<file path="src/rtl/acumulador_4bits.sv">
// Accumulator feeding an external combinational 4-bit adder; sticky carry, term count, full flag.
// Define ACUM_SAT_EN to saturate acc at 4'hF on overflow instead of wrapping.
module acumulador_4bits #(
    parameter int MAX_TERMOS = 15
) (
    input  logic       clk,
    input  logic       rst,
    input  logic       i_clear,
    input  logic       i_in_valid,
    output logic       o_in_ready,
    input  logic [3:0] i_in_data,
    output logic [3:0] o_soma_a,
    output logic [3:0] o_soma_b,
    input  logic [3:0] i_soma_res,
    output logic [3:0] o_acc,
    output logic       o_carry,
    output logic [3:0] o_count,
    output logic       o_cheio,
    output logic       o_out_valid
);

    // state  | meaning
    // OCIOSO | idle, may accept an operand
    // SOMA   | operand latched, adder result captured at next edge
    typedef enum logic {OCIOSO, SOMA} state_t;

    localparam logic [3:0] LP_MAX = 4'(MAX_TERMOS);

    state_t     r_state;
    logic [3:0] r_acc;
    logic [3:0] r_opnd;
    logic [3:0] r_count;
    logic       r_carry;
    logic       r_out_valid;

    logic       w_overflow;
    logic       w_cheio;
    logic       w_in_ready;
    logic [3:0] w_acc_next;

    // the adder has no carry port: a 4-bit sum smaller than acc means it wrapped
    assign w_overflow = (i_soma_res < r_acc);
    assign w_cheio    = (r_count == LP_MAX);
    assign w_in_ready = (r_state == OCIOSO) && !w_cheio && !i_clear;

    always_comb begin
        w_acc_next = i_soma_res;
`ifdef ACUM_SAT_EN
        if (w_overflow) begin
            w_acc_next = 4'hF;
        end
`else
        w_acc_next = i_soma_res;
`endif
    end

    always_ff @(posedge clk or posedge rst) begin
        if (rst) begin
            r_state     <= OCIOSO;
            r_acc       <= 4'd0;
            r_opnd      <= 4'd0;
            r_count     <= 4'd0;
            r_carry     <= 1'b0;
            r_out_valid <= 1'b0;
        end else if (i_clear) begin
            r_state     <= OCIOSO;
            r_acc       <= 4'd0;
            r_opnd      <= 4'd0;
            r_count     <= 4'd0;
            r_carry     <= 1'b0;
            r_out_valid <= 1'b0;
        end else begin
            case (r_state)
                OCIOSO: begin
                    r_out_valid <= 1'b0;
                    if (i_in_valid && w_in_ready) begin
                        r_opnd  <= i_in_data;
                        r_state <= SOMA;
                    end
                end
                SOMA: begin
                    r_acc       <= w_acc_next;
                    r_carry     <= r_carry | w_overflow;
                    r_count     <= r_count + 4'd1;
                    r_out_valid <= 1'b1;
                    r_state     <= OCIOSO;
                end
                default: begin
                    r_state     <= OCIOSO;
                    r_out_valid <= 1'b0;
                end
            endcase
        end
    end

    assign o_in_ready  = w_in_ready;
    assign o_soma_a    = r_acc;
    assign o_soma_b    = r_opnd;
    assign o_acc       = r_acc;
    assign o_carry     = r_carry;
    assign o_count     = r_count;
    assign o_cheio     = w_cheio;
    assign o_out_valid = r_out_valid;

endmodule

</file>
<file path="config.mk">
export PLATFORM = sky130hd
export DESIGN_NAME = acumulador_4bits
export DESIGN_NICKNAME = d
export VERILOG_FILES = /design/src/rtl/acumulador_4bits.sv
export SDC_FILE = /design/constraint.sdc
export NUM_CORES = 1
export LEC_CHECK = 0
export BUFFER_PORTS_ARGS = -buffer_cell sky130_fd_sc_hd__buf_4
export CORE_ASPECT_RATIO = 1.2
export CORE_MARGIN = 4
export CORE_UTILIZATION = 45
export CTS_CLUSTER_DIAMETER = 40
export CTS_CLUSTER_SIZE = 14
export DETAILED_ROUTE_END_ITERATION = 8
export GPL_TIMING_DRIVEN = 0
export HOLD_SLACK_MARGIN = 0.03
export PLACE_DENSITY = 0.77
export SYNTH_ARGS = -nofsm -noshare
export SYNTH_HDL_FRONTEND = slang
export SYNTH_SLANG_ARGS = --single-unit
</file>
<file path="constraint.sdc">
create_clock -name clk -period 2.4 [get_ports clk]
set_input_delay 0.36 -clock clk [delete_from_list [all_inputs] [get_ports clk]]
set_output_delay 0.36 -clock clk [all_outputs]
set_load 0.01 [all_outputs]
</file>
==> results.md, run 1 <==
* Outcome: completed
* Sw frac at 26.0%
* Post-route clock period utilization at 77.4%
* CP Max Fanout at 5
* Yosys reg bits at 15
* Die width at 45.9 um
* Diode count at 0
* Final WL at 1.68 mm
* Startpoint Class: flop
* Psw at 0.137 mW
* Seq pwr share at 52.1%
* Final instance area at 0.00106 sq mm
* Multiplexer area fraction after synthesis at 14.2%
* Setup violations, final at 0
* Antenna violations before repair at 0
* Post-Syn Instances at 68
* Synth warnings at 0
* Fin. Hold Viols at 0
* Cells after DPL at 117
* Initial DRT Pass Iterations at 4
* Post-CTS Resized at 0
* Post-DP Area at 0.00103 sq mm
* GRT Total Usage at 15.5%
* Chip height at 53.5 um
* F_max at 0.538 GHz
* Area delta synth->final at 36.3%
* Initial Util at 47.3%
* Worst R2R Start: o_count[0]$_DFFE_PP0P_
* Pint at 0.389 mW
* Pwr dens at 498 mW/mm^2
* Combinational share of power at 20.1%
* Routed WL per cell at 13.9 um
* Clock latency on the worst-skew pair at 0.28 ns
* Yosys top cell by area: dfrtp_1
* Dpl hpwl at 1.26 mm
* Area of the multi-input gates at 328 sq um
* Global-route wire length before repair at 2.70 mm
* CP endpoint kind: flop
* Most frequent cells in the layout: 35 x buf_4, 15 x dfrtp_1, 9 x nor2_1
* Max Slew Vio Count at 0
* Main combinational cell family by area after synthesis: simple AND/OR/NAND/NOR gates
* Avg Inst Size Synth at 11.4 sq um
* Vias in the first global route at 580
* Max Cap Viol at 0
* I/O pin cnt at 32
* Adder-cell share of the synthesized area at 6.45%
* Clk network pwr share at 27.8%
* Setup TNS at 0 ns
* Die area at 0.00245 sq mm
* Worst endpoint data arrival time at 2.03 ns
* WP data required at 2.57 ns
* Via count at 590
* CTS tree: done
* GP Congestion at 0.712
* Setup WS pre-CTS at 0.558 ns
* CTS Sinks at 15
* Static Leakage at 0.580 nW
* Core area at 0.00164 sq mm
* Main area contributors after synthesis: dfrtp_1 48%, mux2_4 7.7%, ha_1 6.5%, mux2i_1 6.5%, nor2_1 4.4%
* Commonest non-fill, non-tap cell in the layout: buf_4
* RSZ-0062 raised after global routing: no
* Syn nets at 84
* Fraction of layout cells with a size suffix above 1 at 44.7%
* Residual DRC at 0
* Root buffer cell: clkbuf_4
* Starting DRT DRC Count at 3
* R2R depth at 5
* Critical path type: reg -> reg
* Largest net degree at the start of global routing at 16
* Rows at 16
* Compound-Gate Fraction of Synth Area at 2.10%
* Register-to-register setup slack at 0.54 ns
* Simple-gate share of the synthesized area at 16.1%
* Seq. cell area at 375 sq um
* Final std cells w/o fill at 121
* Nets@finish at 120
* GRT overflow at 0
* H-tree depth at 1
* Crit path time final at 1.86 ns
* Port buffer count at 31
* Final ANT Viol Nets at 0
* CTS Hold Bufs at 0
* Post-route setup slack at 0.541 ns
* Worst Tran Pin Value at 0.575 ns
* Post-synthesis cell type count at 22
* Worst min-delay path category: in -> async
* Top cell type's share of synthesized area at 48.4%
* Pwr Total at 0.526 mW
* Worst reg2reg endpoint: o_soma_b[1]$_DFFE_PP0P_
* Num CTS Buffers at 3
* Via/cell ratio at 4.88
* Number of fill cells in the layout at 149
* Util after Layout at 64.4%
* XOR/XNOR share of the synthesized area at 3.39%
* Setup Skew at 0.000613 ns
* CTS max path bufs at 2
* Relative slew margins at 61.6%
* Sequential-to-total area share from yosys stat at 48.4%
* Clk slew on worst S/H paths at 0.09 ns
* WHS at 0.134 ns
* Post-synthesis cell area at 776 sq um
* Worst VDD drop at 0.294 mV
* Post-CTS Repair Setup Buffers at 0
-- worst max-delay path by stage --
stage,startpoint,to,slack [ns],cells past startpoint
2_1_floorplan,o_count[0]$_DFFE_PP0P_,o_soma_b[0]$_DFFE_PP0P_,0.56,5
3_3_place_gp,o_count[0]$_DFFE_PP0P_,o_soma_b[3]$_DFFE_PP0P_,0.57,5
3_5_place_dp,o_count[0]$_DFFE_PP0P_,o_soma_b[1]$_DFFE_PP0P_,0.56,5
4_1_cts,o_count[0]$_DFFE_PP0P_,o_soma_b[1]$_DFFE_PP0P_,0.54,5
5_1_grt,o_count[0]$_DFFE_PP0P_,o_soma_b[1]$_DFFE_PP0P_,0.47,5
6_report,o_count[0]$_DFFE_PP0P_,o_soma_b[1]$_DFFE_PP0P_,0.54,5
-- power groups by stage --
| stage | Clock [mW] | Combinational, mW | Sequential (mW) |
|---|---|---|---|
| after detailed placement | 0 | 0.107 | 0.279 |
| after global placement | 0 | 0.104 | 0.278 |
| after global routing | 0.166 | 0.116 | 0.276 |
| after CTS | 0.147 | 0.108 | 0.274 |
| after floorplan | 0 | 0.0518 | 0.283 |
| final | 0.146 | 0.106 | 0.274 |
-- metal layers --
metal	wire [um]	up-vias	global-route usage, %	part of all wire, %
met3	123	6	3.74	7.3
met4	48	0	8.53	2.9
li1	-	288	-	-
met1	681	274	19.3	41
met2	822	22	23.9	49
met5	0	-	0	0
-- cell type report --
class                      count  share of cell area (%)
buffer                         7                    4.73
inverter                       6                    2.13
sequential                    15                    35.5
multi-input combinational     40                    31.0
tap                           18                    2.13
timing repair buffer          31                    22.0
clock buffer                   4                    2.49
-- worst max-delay path, stage by stage, from the launching register on --
cell	delay (ns)
dfrtp_1	0.44
ha_1	0.24
and3_4	0.16
or4b_4	0.47
buf_6	0.15
mux2_4	0.29
-- Yosys cell counts --
cell and count:
nand2_1 3, xnor2_1 1, inv_1 6, mux2_4 4, clkbuf_1 1, nor2b_1 1
nand4_1 1, mux2i_1 5, xor2_1 2, and3_4 1, buf_2 1, nor3b_1 1
ha_1 4, nor3_1 1, or4b_4 1, o211ai_1 1, o32ai_1 1, nor2_1 9
dfrtp_1 15, and2b_1 4, buf_6 1, buf_4 4
-- sequential cells by signal, indices dropped and copies added (netlist names) --
name	count
o_soma_b	4
o_carry	1
o_out_valid	1
o_acc	4
r_state	1
o_count	4
-- cells by family (layout without fill, tap and decap cells) --
| family | Yosys count | count (layout) |
|---|---|---|
| muxes | 9 | 9 |
| buffers and inverters | 13 | 48 |
| and+or+nand+nor | 22 | 22 |
| xor gates and xnor gates | 3 | 3 |
| DFF | 15 | 15 |
| AOI/OAI and AO/OA | 2 | 2 |
| adders and majority gates | 4 | 4 |
(Power assumes the default switching activity.)
==> inputs of run 2 (changes only) <==
==> constraint.sdc (replaced) <==
create_clock -name clk -period 1.8 [get_ports clk]
set_input_delay 0.27 -clock clk [delete_from_list [all_inputs] [get_ports clk]]
set_output_delay 0.27 -clock clk [all_outputs]
set_load 0.01 [all_outputs]
==> results.md, run 2 (same netlist as run 1, synthesis figures left out) <==
* Area of the multi-input gates at 330 sq um
* Static Leakage at 0.590 nW
* Final ANT Viol Nets at 0
* GP Congestion at 0.736
* Post-route clock period utilization at 96.5%
* Initial DRT Pass Iterations at 2
* Setup violations, final at 0
* GRT overflow at 0
* Residual DRC at 0
* Startpoint Class: flop
* Crit-path max cell delay at 0.55 ns
* GRT Total Usage at 14.9%
* Util after Layout at 65.3%
* Critical path type: reg -> reg
* Fraction of layout cells with a size suffix above 1 at 47.6%
* Top Family by Delay on Critical Path: simple AND/OR/NAND/NOR gates
* Most frequent cells in the layout: 38 x buf_4, 15 x dfrtp_1, 9 x nor2_1
* Seq. cell area at 375 sq um
* I/O pin cnt at 32
* Final WL at 1.67 mm
* F_max at 0.576 GHz
* CTS tree: done
* M1 WL at 612 um
* Dpl hpwl at 1.30 mm
* CP bufs+invs at 0
* Relative slew margins at 62.1%
* Global-route wire length before repair at 2.56 mm
* Met3 WL at 103 um
* Initial Util at 47.3%
* Pwr dens at 649 mW/mm^2
* CTS max path bufs at 2
* Number of fill cells in the layout at 135
* Num CTS Buffers at 3
* Sw frac at 25.6%
* Routed WL per cell at 13.5 um
* Rows at 16
* Max layer used: met4
* Starting DRT DRC Count at 5
* Metal2 WL at 941 um
* RSZ-0062 raised after global routing: no
* Clk network pwr share at 27.0%
* Root buffer cell: clkbuf_4
* Clock latency on the worst-skew pair at 0.27 ns
* Crit path time final at 1.74 ns
* Combinational share of power at 20.8%
* Worst min-delay path category: in -> async
* Slowest-stage cell, CP: or4b_4
* Area delta synth->final at 38.2%
* Worst VDD drop at 0.477 mV
* Sequence of cells on the critical path: ha_2 -> and3_4 -> or4b_4 -> mux2_4
* Antenna violations before repair at 0
* Setup Skew at 0.00262 ns
* Setup TNS at 0 ns
* Die area at 0.00245 sq mm
* Core area at 0.00164 sq mm
* Pint at 0.517 mW
* Vias in the first global route at 607
* CP endpoint kind: flop
* Clk slew on worst S/H paths at 0.09 ns
* Outcome: completed
* WP data required at 1.97 ns
* CTS Hold Bufs at 0
* Diode count at 0
* Via/cell ratio at 4.89
* Via count at 601
* Chip height at 53.5 um
* Max Slew Vio Count at 0
* Fin. Hold Viols at 0
* Port buffer count at 31
* Largest net degree at the start of global routing at 16
* Commonest non-fill, non-tap cell in the layout: buf_4
* Seq pwr share at 52.2%
* H-tree depth at 1
* Die width at 45.9 um
* Max Cap Viol at 0
* Worst Tran Pin Value at 0.568 ns
* Psw at 0.178 mW
* Worst endpoint data arrival time at 1.90 ns
* Nets@finish at 122
* CTS Sinks at 15
* CP Max Fanout at 5
[run 2: cell count changes in the layout (fill, tap and decap cells not counted)]
cell      delta
buf_6        -1
ha_2         +1
buf_4        +3
clkinv_2     +1
ha_1         -1
clkbuf_1     -1
[run 2: power by group through the flow]
stage	Clock, mW	Combinational (mW)	Sequential (mW)
finish	0.188	0.144	0.364
global route	0.214	0.158	0.366
CTS	0.196	0.149	0.364
detailed placement	0	0.142	0.372
global placement	0	0.139	0.371
floorplan	0	0.0692	0.378
[run 2: area by class of cell]
class	count	area share [%]
Sequential cell	15	35.0
Multi-Input combinational cell	40	30.8
Timing Repair Buffer	34	23.8
Buffer	6	3.62
Clock buffer	3	2.10
Inverter	6	2.10
Tap cell	18	2.10
Clock inverter	1	0.467
[run 2: worst paths after layout]
kind	start	endpoint	slack, ns	depth (start not counted)
hold / removal	rst	r_state$_DFF_PP0_	0.04	2
min in group clk	i_clear	o_out_valid$_DFF_PP0_	0.21	2
setup reg to reg	o_count[1]$_DFFE_PP0P_	o_soma_b[0]$_DFFE_PP0P_	0.06	4
hold reg to reg	o_carry$_DFFE_PP0P_	o_carry$_DFFE_PP0P_	0.55	2
setup / recovery	o_count[1]$_DFFE_PP0P_	o_soma_b[0]$_DFFE_PP0P_	0.06	4
max in group asynchronous	rst	o_acc[1]$_DFFE_PP0P_	1.39	2
[run 2: stage by stage]
step	setup WS (ns)	power, mW	cells	hold WS [ns]	instance area [sq um]
2_1_floorplan	0.000138	0.447	68	0.171	778
3_3_place_gp	0.0146	0.510	117	0.365	1030
3_5_place_dp	0.00505	0.514	117	0.364	1030
4_1_cts	0.0281	0.709	123	0.0602	1080
5_1_grt	0.0225	0.737	123	0.0944	1070
6_report	0.0631	0.696	123	0.0434	1070
[run 2: repair_timing]
action	in CTS	in global routing
buffers inserted	2	1
endpoints found under the hold margin	0	0
endpoints found under the setup margin	4	4
cloned	0	0
gates resized for setup	0	0
[run 2: per-layer routing]
metal | vias to the layer above | GRT usage [%]
met4 | 0 | 6.16
met1 | 288 | 13.9
met5 | - | 0
met3 | 2 | 2.72
li1 | 295 | -
met2 | 16 | 29.6
==> inputs of run 3 (changes only) <==
--- a/config.mk
+++ b/config.mk
@@ -15,6 +15,7 @@
 export GPL_TIMING_DRIVEN = 0
 export HOLD_SLACK_MARGIN = 0.03
 export PLACE_DENSITY = 0.77
+export SETUP_SLACK_MARGIN = 0.4
 export SYNTH_ARGS = -nofsm -noshare
 export SYNTH_HDL_FRONTEND = slang
 export SYNTH_SLANG_ARGS = --single-unit
==> results.md, run 3 (same netlist as run 1, synthesis figures left out) <==
* Psw at 0.188 mW
* Via count at 632
* Port buffer count at 31
* Area delta synth->final at 49.2%
* Worst VDD drop at 0.495 mV
* Initial DRT Pass Iterations at 2
* Largest net degree at the start of global routing at 16
* Setup TNS at 0 ns
* Final WL at 1.79 mm
* F_max at 0.565 GHz
* Max Cap Viol at 0
* Antenna violations before repair at 0
* Worst Tran Pin Value at 0.593 ns
* Global-route wire length before repair at 2.76 mm
* CTS Sinks at 15
* Diode count at 0
* GRT Total Usage at 15.9%
* Met2 Use GR at 29.4%
* Commonest non-fill, non-tap cell in the layout: buf_4
* CP Max Fanout at 5
* Pint at 0.532 mW
* Critical path type: reg -> reg
* Worst R2R Start: o_count[1]$_DFFE_PP0P_
* Residual DRC at 0
* I/O pin cnt at 32
* H-tree depth at 1
* Pwr dens at 622 mW/mm^2
* Max Slew Vio Count at 0
* Clock latency on the worst-skew pair at 0.28 ns
* Worst min-delay path category: in -> async
* GP Congestion at 0.746
* Grt peak-use layer: met2
* Dpl hpwl at 1.25 mm
* Crit path time final at 1.77 ns
* CTS max path bufs at 2
* Die area at 0.00245 sq mm
* Nets@finish at 130
* Sw frac at 26.1%
* WP data required at 1.97 ns
* RSZ-0062 raised after global routing: yes
* Met1 GRT Util at 17.0%
* Root buffer cell: clkbuf_4
* CP Launch Point: o_count[1]$_DFFE_PP0P_
* Post-DP Area at 0.00103 sq mm
* Seq pwr share at 50.5%
* Rows at 16
* Num CTS Buffers at 3
* Vias in the first global route at 652
* Die width at 45.9 um
* Setup Skew at 0.00435 ns
* Fraction of layout cells with a size suffix above 1 at 52.2%
* Worst endpoint data arrival time at 1.94 ns
* Clk slew on worst S/H paths at 0.09 ns
* Final ANT Viol Nets at 0
* Initial Util at 47.3%
* Chip height at 53.5 um
* CTS tree: done
* Final instance area at 0.00116 sq mm
* Most frequent cells in the layout: 42 x buf_4, 15 x dfrtp_1, 9 x nor2_1
* Fin. Hold Viols at 0
* Setup violations, final at 0
* Post-route clock period utilization at 98.4%
* GRT overflow at 0
* Combinational share of power at 22.4%
* Relative slew margins at 60.4%
* Starting DRT DRC Count at 4
* CP endpoint kind: flop
* Core area at 0.00164 sq mm
* Outcome: completed
* Routed WL per cell at 13.6 um
* Met3 Usage GRT at 3.40%
* Startpoint Class: flop
* Via/cell ratio at 4.82
* Clk network pwr share at 27.1%
* Static Leakage at 0.633 nW
==> run 3: cell types whose count changed in the layout (fill, tap and decap cells not counted) <==
cell | before | now
buf_4 | 38 | 42
buf_6 | 0 | 4
clkbuf_1 | 1 | 2
clkinv_2 | 1 | 0
inv_1 | 6 | 5
inv_2 | 0 | 1
nor3_1 | 1 | 0
nor3_4 | 0 | 1
==> run 3: metal layers <==
metal	wire length, um	part of all wire [%]
met1	686	38
met2	972	54
met3	111	6.2
met4	15	0.84
met5	0	0
==> run 3: layout make-up <==
class / instances / area, sq um
multi-input combinational: 40 / 342
clock buffer: 4 / 26.3
buffer: 7 / 50.0
sequential: 15 / 375
timing repair buffer: 41 / 319
inverter: 6 / 22.5
fill: 133 / 484
tap: 18 / 22.5
==> run 3: critical path, stage by stage, from the launching register on <==
cell and delay [ns]:
dfrtp_1 0.41, ha_2 0.19, and3_4 0.14, or4b_4 0.47
buf_6 0.15, mux2_4 0.29
==> run 3: repair_timing <==
action / CTS / global route
endpoints found under the setup margin: 7 / 8
pin swaps: 1 / 1
setup buffers: 5 / 5
gates resized for setup: 3 / 3
hold buffers: 0 / 0
==> run 3: metrics by stage <==
stage | hold slack (ns) | power (mW) | cells | util (%) | setup WS [ns]
floorplan | 0.171 | 0.447 | 68 | - | 0.000138
finish | 0.0465 | 0.720 | 131 | 70.5 | 0.0289
global route | 0.0842 | 0.752 | 131 | 70.5 | 0.00110
CTS | 0.0560 | 0.712 | 126 | 67.4 | 0.0469
detailed placement | 0.366 | 0.514 | 117 | 63.0 | 0.00592
global placement | 0.358 | 0.510 | 117 | 63.0 | 0.0168
==> run 3: power groups by stage <==
stage	combinational (mW)	sequential, mW	clock (mW)
final	0.161	0.363	0.195
after floorplan	0.0692	0.378	0
after global placement	0.139	0.371	0
after detailed placement	0.143	0.372	0
after global routing	0.177	0.366	0.209
after CTS	0.152	0.363	0.196
==> run 3: path summary, 6_finish.rpt <==
path	cells past startpoint	end	slack, ns
hold / removal	2	o_soma_b[2]$_DFFE_PP0P_	0.05
max in group asynchronous	2	o_count[2]$_DFFE_PP0P_	1.37
setup / recovery	5	o_soma_b[3]$_DFFE_PP0P_	0.03
min in group clk	2	o_out_valid$_DFF_PP0_	0.20
setup reg to reg	5	o_soma_b[3]$_DFFE_PP0P_	0.03
hold reg to reg	2	o_carry$_DFFE_PP0P_	0.55
